File: src/rtl/axi_tohost_multi.sv
// ---------------------------------------------------------------------------
// axi_tohost_multi
//
// AXI slave that collects "tohost" exit reports from several harts. Each hart
// owns one 64-bit tohost word at TOHOST_BASE + h*HART_STRIDE. A write with
// bit 0 set marks that hart as exited. Bits [15:1] carry its exit code, and a
// nonzero code means failure. The first nonzero code is latched. Reads always
// return zero with a single-beat response.
//
// Ports:
//   clk_i, rstn_i          clock and synchronous active-low reset
//   aw_*                   write address channel (one-entry buffer)
//   w_*                    write data channel (first beat kept, rest dropped)
//   b_*                    write response channel (always OKAY, echoed ID)
//   ar_*                   read address channel (one read outstanding)
//   r_*                    read data channel (zero data, last always set)
//   done_o                 sticky, every hart has reported exit
//   fail_o                 sticky, some hart reported a nonzero code
//   exit_code_o            first nonzero exit code, else 0
//   exit_mask_o            per-hart "exit reported" flags
// ---------------------------------------------------------------------------
module axi_tohost_multi #(
  parameter int                    DATA_WIDTH  = 512,
  parameter int                    ADDR_WIDTH  = 64,
  parameter int                    ID_WIDTH    = 4,
  parameter int                    N_HARTS     = 4,
  parameter logic [ADDR_WIDTH-1:0] TOHOST_BASE = 'h8000_1000,
  parameter int                    HART_STRIDE = 64
) (
  input  logic                    clk_i,
  input  logic                    rstn_i,
  input  logic                    aw_valid_i,
  output logic                    aw_ready_o,
  input  logic [ADDR_WIDTH-1:0]   aw_addr_i,
  input  logic [ID_WIDTH-1:0]     aw_id_i,
  input  logic                    w_valid_i,
  output logic                    w_ready_o,
  input  logic [DATA_WIDTH-1:0]   w_data_i,
  input  logic [DATA_WIDTH/8-1:0] w_strb_i,
  input  logic                    w_last_i,
  output logic                    b_valid_o,
  input  logic                    b_ready_i,
  output logic [ID_WIDTH-1:0]     b_id_o,
  output logic [1:0]              b_resp_o,
  input  logic                    ar_valid_i,
  output logic                    ar_ready_o,
  input  logic [ID_WIDTH-1:0]     ar_id_i,
  output logic                    r_valid_o,
  input  logic                    r_ready_i,
  output logic [DATA_WIDTH-1:0]   r_data_o,
  output logic [ID_WIDTH-1:0]     r_id_o,
  output logic                    r_last_o,
  output logic                    done_o,
  output logic                    fail_o,
  output logic [14:0]             exit_code_o,
  output logic [N_HARTS-1:0]      exit_mask_o
);

  localparam int LANES = DATA_WIDTH / 64;

  typedef enum logic [1:0] {
    IDLE  = 2'd0,
    EXEC  = 2'd1,
    BRESP = 2'd2
  } state_e;

  state_e                  state_q;
  logic                    awReady_q;
  logic [ADDR_WIDTH-1:0]   awAddr_q;
  logic [ID_WIDTH-1:0]     awId_q;
  logic                    wReady_q;
  logic                    wFirst_q;
  logic [DATA_WIDTH-1:0]   wData_q;
  logic [DATA_WIDTH/8-1:0] wStrb_q;
  logic                    bValid_q;
  logic [ID_WIDTH-1:0]     bId_q;
  logic [N_HARTS-1:0]      exitMask_q;
  logic                    fail_q;
  logic [14:0]             exitCode_q;
  logic                    done_q;
  logic                    arReady_q;
  logic                    rValid_q;
  logic [ID_WIDTH-1:0]     rId_q;

  logic                    bHandshake;
  logic [ADDR_WIDTH-1:0]   laneSel_d;
  logic [15:0]             laneVal_d;
  logic                    laneStrbOk_d;
  logic [N_HARTS-1:0]      hitMask_d;
  logic                    exitValid_d;

  assign bHandshake = bValid_q && b_ready_i;

  // AW buffer: holds one address until its write response has been taken.
  // Buffers only release on the B handshake, so a new AW cannot overlap.
  always_ff @(posedge clk_i) begin
    if (!rstn_i) begin
      awReady_q <= 1'b1;
      awAddr_q  <= '0;
      awId_q    <= '0;
    end else if (bHandshake) begin
      awReady_q <= 1'b1;
    end else if (aw_valid_i && awReady_q) begin
      awReady_q <= 1'b0;
      awAddr_q  <= aw_addr_i;
      awId_q    <= aw_id_i;
    end
  end

  // W buffer: keep only the first beat of a burst, keep accepting and
  // discarding beats until the last one. The buffer is full (ready low)
  // only after the last beat has been taken.
  always_ff @(posedge clk_i) begin
    if (!rstn_i) begin
      wReady_q <= 1'b1;
      wFirst_q <= 1'b1;
      wData_q  <= '0;
      wStrb_q  <= '0;
    end else if (bHandshake) begin
      wReady_q <= 1'b1;
      wFirst_q <= 1'b1;
    end else if (w_valid_i && wReady_q) begin
      if (wFirst_q) begin
        wData_q <= w_data_i;
        wStrb_q <= w_strb_i;
      end
      wFirst_q <= 1'b0;
      if (w_last_i) begin
        wReady_q <= 1'b0;
      end
    end
  end

  // Decode the buffered write: pick the 64-bit lane addressed by the low
  // address bits and match the address against every hart's tohost word.
  // The comparison is done one bit wider so a base plus offset that would
  // wrap the address space can never alias a low address.
  always_comb begin
    laneSel_d    = (awAddr_q >> 3) & ADDR_WIDTH'(LANES - 1);
    laneVal_d    = '0;
    laneStrbOk_d = 1'b0;
    hitMask_d    = '0;
    for (int k = 0; k < LANES; k++) begin
      if (laneSel_d == ADDR_WIDTH'(k)) begin
        laneVal_d    = wData_q[64*k +: 16];
        laneStrbOk_d = &wStrb_q[8*k +: 8];
      end
    end
    for (int h = 0; h < N_HARTS; h++) begin
      if ({1'b0, awAddr_q} ==
          ({1'b0, TOHOST_BASE} + (ADDR_WIDTH+1)'(h * HART_STRIDE))) begin
        hitMask_d[h] = 1'b1;
      end
    end
    exitValid_d = (|hitMask_d) && laneStrbOk_d && laneVal_d[0];
  end

  // Write FSM and exit status. EXEC applies the decoded write for one cycle.
  // ORing the hit into the mask makes a repeat exit harmless to the mask,
  // while it may still latch the first failure code. done follows the mask
  // one cycle later and is sticky.
  always_ff @(posedge clk_i) begin
    if (!rstn_i) begin
      state_q    <= IDLE;
      bValid_q   <= 1'b0;
      bId_q      <= '0;
      exitMask_q <= '0;
      fail_q     <= 1'b0;
      exitCode_q <= '0;
      done_q     <= 1'b0;
    end else begin
      done_q <= done_q | (&exitMask_q);
      case (state_q)
        IDLE: begin
          if (!awReady_q && !wReady_q) begin
            state_q <= EXEC;
          end
        end
        EXEC: begin
          if (exitValid_d) begin
            exitMask_q <= exitMask_q | hitMask_d;
            if ((laneVal_d[15:1] != 15'd0) && !fail_q) begin
              fail_q     <= 1'b1;
              exitCode_q <= laneVal_d[15:1];
            end
          end
          bValid_q <= 1'b1;
          bId_q    <= awId_q;
          state_q  <= BRESP;
        end
        BRESP: begin
          if (b_ready_i) begin
            bValid_q <= 1'b0;
            state_q  <= IDLE;
          end
        end
        default: begin
          state_q <= IDLE;
        end
      endcase
    end
  end

  // Read path: one read in flight, answered with zero data the cycle after
  // the AR handshake. It shares nothing with the write path.
  always_ff @(posedge clk_i) begin
    if (!rstn_i) begin
      arReady_q <= 1'b1;
      rValid_q  <= 1'b0;
      rId_q     <= '0;
    end else if (rValid_q) begin
      if (r_ready_i) begin
        rValid_q  <= 1'b0;
        arReady_q <= 1'b1;
      end
    end else if (ar_valid_i && arReady_q) begin
      arReady_q <= 1'b0;
      rValid_q  <= 1'b1;
      rId_q     <= ar_id_i;
    end
  end

  assign aw_ready_o  = awReady_q;
  assign w_ready_o   = wReady_q;
  assign b_valid_o   = bValid_q;
  assign b_id_o      = bId_q;
  assign b_resp_o    = 2'b00;
  assign ar_ready_o  = arReady_q;
  assign r_valid_o   = rValid_q;
  assign r_id_o      = rId_q;
  assign r_data_o    = '0;
  assign r_last_o    = 1'b1;
  assign done_o      = done_q;
  assign fail_o      = fail_q;
  assign exit_code_o = exitCode_q;
  assign exit_mask_o = exitMask_q;

endmodule

File: config.mk
export PLATFORM = sky130hd
export DESIGN_NAME = axi_tohost_multi
export DESIGN_NICKNAME = d
export VERILOG_FILES = /design/src/rtl/axi_tohost_multi.sv
export SDC_FILE = /design/constraint.sdc
export NUM_CORES = 1
export LEC_CHECK = 0
export CORE_AREA = 2 2 467 469
export CTS_CLUSTER_DIAMETER = 30
export DETAILED_ROUTE_END_ITERATION = 16
export DIE_AREA = 0 0 469 471
export DONT_BUFFER_PORTS = 1
export GPL_TIMING_DRIVEN = 1
export HOLD_SLACK_MARGIN = 0.12
export SLEW_MARGIN = 20
export SYNTH_ARGS = -nofsm -noshare
export SYNTH_HDL_FRONTEND = slang
export SYNTH_SLANG_ARGS = --single-unit
File: constraint.sdc
create_clock -name clk_i -period 7.7 [get_ports clk_i]
set_input_delay 0.77 -clock clk_i [delete_from_list [all_inputs] [get_ports clk_i]]
set_output_delay 0.77 -clock clk_i [all_outputs]
set_load 0.05 [all_outputs]
; ---- Yosys cells after proc, flatten, opt, wreduce, memory -nomap -nowiden
; Cells that the tools add are included.
; Widths: inputs -> output; s select.
[totals]
reg_bits = 633
output_inout_bits = 549
inputBits = 656
[op_classes]
bitwise = 5
n_mux = 31
n_reduce_logical = 36
eq_ne = 16
[op_table]
columns = cell, count
row1 = $eq 64x32->1 const B, 4
row2 = $mux 16, 8
row3 = $logic_not 64->1, 1
row4 = $reduce_and 8->1, 8
row5 = $mux 1, 19
row6 = $reduce_bool 15->1, 1
row7 = $reduce_and 2->1, 7
row8 = $eq 3x3->1 const B, 4
row9 = $logic_and 1x1->1, 8
row10 = $eq 3x2->1 const B, 2
row11 = $ne 2x2->1 const B, 3
row12 = $pmux 2 s3, 1
row13 = $reduce_and 3->1, 2
row14 = $mux 2, 2
row15 = $or 4x4->4, 1
row16 = $reduce_and 4->1, 1
row17 = $reduce_bool 2->1, 2
row18 = $reduce_or 4->1, 1
row19 = $eq 3x1->1 const B, 1
row20 = $logic_not 1->1, 3
row21 = $not 1->1, 3
row22 = $eq 2x1->1 const B, 1
row23 = $eq 2x2->1 const B, 1
row24 = $logic_not 2->1, 1
row25 = 3 further kinds, 3

; ---- Logic depth before layout (Yosys ltp)
[logic_depth]
word_depth = 12
mapped_depth = 12

; ---- Least setup slack after synthesis
; Ideal clock, no wire load.
[synth_path]
path_type = reg-to-reg
startpoint = register awAddr_q[5]
endpoint = register exitCode_q[13], in the netlist exit_code_o[13]
arrival_time_ns = 2.324
slack_ns = 5.253
setup_ns = 0.123
required_time_ns = 7.577
path_stages_with_launch = 9
period_less_slack_ns = 2.447
cell_sequence = dfxtp_1 > buf_6 > mux4_2 > nor3_2 > a31oi_1 > or4_4 > nor4_4 > nor3_4 > mux2_1
[synth_between]
elab_chain_len = 12
[synth_rtl]
columns = element, line
row1 = start: declaration, 69  ; logic [ADDR_WIDTH-1:0] awAddr_q;
row2 = start signal: assignment, 105  ; awAddr_q <= aw_addr_i;
row3 = $logic_not 64->1, 144  ; if (laneSel_d == ADDR_WIDTH'(k)) begin
row4 = $mux 16 or $mux 1 (tied branches) (8 in a row), 144
row5 = $reduce_bool 15->1 or $logic_and 1x1->1 (tied branches), "182, 155"
row6 = "$logic_and 1x1->1, on equally long branches", "182, 155"
row7 = $reduce_and 3->1 (no line), -
row8 = end signal: assignment, 184  ; exitCode_q <= laneVal_d[15:1];
row9 = end: declaration, 79  ; logic [14:0] exitCode_q;
; Several ways; a longest one is shown, not always the timed one.
; A chain may end at the register's enable or synchronous reset.

; ---- Worst setup path in the final report
[layout_path]
startpoint = register awAddr_q[3]
endpoint = register exitCode_q[13], in the netlist exit_code_o[13]
; The elaborated chain is that of the path after synthesis.

==> flow_summary.json <==
{
  "clk_latency_ns": 0.66,
  "stdcell_count": 4706,
  "synthAdderAreaFrac_pct": 0,
  "status": "finished clean",
  "hpwl_mm": 43.67,
  "synth_compound_area_share_pct": 14.02,
  "power_leakage_nw": 6.623,
  "worstHoldStart": "w_data_i[389]",
  "grtUsageTotal_pct": 4.884,
  "nFillCells": 25150,
  "ys_async_sr_fraction_pct": 0,
  "regToRegStartpoint": "awAddr_q[3]$_SDFFE_PN0P_",
  "grt.busiest_layer": "met2",
  "wirelength_mm": 55.72,
  "synth_top_family_by_area": "buffers and inverters",
  "cts_resized": 0,
  "antenna_found_initial": 28,
  "clock_tree.buffer_depth": 3,
  "ys_warn_count": 0,
  "drtPass1Iterations": 5,
  "yosys.area_share.xor_xnor_pct": 0,
  "hold_path_class": "primary input to register",
  "drcViolationCount": 0,
  "crit_path_max_fanout": 42,
  "post_drt_wl_per_cell_um": 11.84,
  "whs_ns": 0.2667,
  "synth_mux_area_share_pct": 5.110,
  "die_w_um": 469,
  "fin_util_pct": 8.700,
  "drtIter0Drc": 576,
  "drive_gt1_share_pct": 8.924,
  "cts_root_buf": "clkbuf_16",
  "io_pins": 1205,
  "cp.arrival_ns": 4.67,
  "layout_common_cells": "conb_1 (515), nand2_1 (486), dfxtp_1 (258)",
  "yosys_register_bits": 261,
  "critPathLaunchType": "register",
  "syn_area_per_cell_um2": 8.229,
  "syn_area_mm2": 0.01494,
  "p_per_area_mw_per_mm2": 295.3,
  "synth_ff_type": "dfxtp_1",
  "vias_per_cell": 2.254,
  "ctsHtreeMaxLevel": 3,
  "synth_cell_type_count": 55,
  "num_vias": 10610,
  "synthSimpleGateAreaFrac_pct": 16.82,
  "fin_nets": 2451,
  "cts_buffers": 68,
  "met1_usage_pct": 5.282,
  "slew_headroom_pct": 23.34,
  "gr-total-overflow": 0,
  "cap_violations": 0,
  "yosysSeqAreaShare_pct": 34.98,
  "die_y_um": 471,
  "cts_setup_buffers": 0,
  "cpPeakStageDelay_ns": 0.87,
  "crit_chain": "buf_4 > nor2b_1 > a32oi_1 > a32oi_1 > or4_4 > nor4_4 > nor3_4 > mux2_1",
  "endpoint_kind": "register",
  "rows": 171,
  "rsz0062_at_grt": "no",
  "grt_pass1_vias": 9256,
  "area_delta_synth_final_pct": 25.88,
  "maxSlewViolCount": 0,
  "period_share_pct": 53.60,
  "max_freq_mhz": 242.3,
  "clock_skew_ns": 0.03463,
  "start_util_pct": 6.912,
  "dieArea_mm2": 0.2209,
  "grt_use_met2_pct": 7.876,
  "critPathTopFamily": "simple AND/OR/NAND/NOR gates",
  "setup.worst_path.start": "awAddr_q[3]$_SDFFE_PN0P_",
  "critical_path_class": "register to register",
  "clkTransAtPathRegs_ns": 0.04,
  "hold_buffers": 0,
  "cpMaxStageDelayCell": "nor3_4",
  "syn_inst": 1815,
  "worstPathRequired_ns": 8.24,
  "max-vdd-ir-drop_mv": 0.1719,
  "tightest_slew_ns": 1.146,
  "synth_edf_count": 0,
  "grt_pass1_wl_mm": 73.23,
  "place_congestion": 0.7733,
  "finalSetupTns_ns": 0,
  "ant_nets": 0,
  "hold_viol_final": 0,
  "layout_commonest_cell": "conb_1",
  "grt_use_met3_pct": 2.326,
  "cts_tree": "built",
  "min_period_ns": 4.127,
  "coreArea_mm2": 0.2161,
  "finalSetupViolations": 0,
  "clkSinkCount": 261,
  "crit_path_frequent_cell": "a32oi_1",
  "grt_max_degree": 277,
  "place.port_buffers": 0,
  "critPathBufInv": 1,
  "dp.cells": 4579
}
[cells by family (layout without fill, tap and decap cells)]
family          count (synthesis)  in the layout
buf+inv                       621            142
simple gates                  593            593
compound gates                280            280
flops                         261            261
mux                            58             58
other cells                     2            518
[registers in the layout, indices dropped and copies added, names as in the netlist, 2 cells and up]
| signal | count |
|---|---|
| wStrb_q | 32 |
| state_q | 2 |
| wData_q | 124 |
| awId_q | 4 |
| r_id_o | 4 |
| exit_code_o | 15 |
| b_id_o | 4 |
| awAddr_q | 64 |
| exit_mask_o | 4 |
[cell usage after synthesis, types with 4 or more instances]
library cell | n | area (um2)
o21ai_0 | 4 | 20.02
buf_1 | 4 | 15.01
mux2_2 | 5 | 56.30
o21a_1 | 4 | 30.03
nor2_1 | 11 | 41.29
nand2_1 | 486 | 1824
o31a_1 | 4 | 35.03
buf_4 | 516 | 3874
buf_6 | 7 | 78.83
o211ai_1 | 4 | 30.03
nand4_1 | 13 | 81.33
dfxtp_1 | 261 | 5225
nor2b_1 | 13 | 81.33
buf_2 | 8 | 40.04
and2_1 | 4 | 25.02
a21boi_0 | 230 | 1727
clkbuf_1 | 82 | 307.8
a21oi_1 | 9 | 45.04
mux2i_1 | 38 | 380.4
nand3_1 | 11 | 55.05
nand3b_1 | 6 | 45.04
nand2b_1 | 12 | 75.07
nor4_1 | 15 | 93.84
mux4_2 | 14 | 315.3
a32oi_1 | 6 | 52.55
[layer usage]
metal	vias to the layer above	share of wire, %
met3	136	11
met5	-	0.41
met2	621	47
li1	4866	-
met4	36	4.3
met1	4947	37
[power breakdown]
part	leakage, nW	switching, mW	internal [mW]	total, mW
Combinational	3.25	0.738	0.110	0.848
Clock	1.24	0.991	2.20	3.19
Sequential	2.14	0.0752	1.43	1.51
[through the flow]
| step | total power [mW] | area (um2) | setup WS, ns |
|---|---|---|---|
| 3_3_place_gp | 2.379 | 16260 | 3.496 |
| 2_1_floorplan | 2.479 | 16860 | 5.253 |
| 3_5_place_dp | 2.387 | 16260 | 3.465 |
| 6_report | 5.551 | 18800 | 3.573 |
| 5_1_grt | 5.791 | 18800 | 3.368 |
| 4_1_cts | 5.667 | 18790 | 3.474 |
[final timing paths]
| path | endpoint | slack, ns | cells past startpoint |
|---|---|---|---|
| hold / removal | wData_q[389]$_SDFFE_PN0P_ | 0.27 | 2 |
| hold reg to reg | wData_q[207]$_SDFFE_PN0P_ | 0.46 | 2 |
| setup reg to reg | exit_code_o[13]$_SDFFE_PN0P_ | 3.57 | 8 |
| setup / recovery | exit_code_o[13]$_SDFFE_PN0P_ | 3.57 | 8 |
[area by class of cell]
| class | count | area, um2 | area share (%) |
|---|---|---|---|
| Multi-Input combinational cell | 1446 | 7317 | 38.92 |
| Sequential cell | 261 | 5231 | 27.83 |
| Tap cell | 2854 | 3571 | 18.99 |
| Clock buffer | 84 | 1863 | 9.910 |
| Clock inverter | 40 | 674.4 | 3.587 |
| Timing Repair Buffer | 15 | 125.1 | 0.6655 |
| Inverter | 3 | 11.26 | 0.05990 |
| Antenna cell | 3 | 7.507 | 0.03993 |
Power figures use the tool's default switching activity.
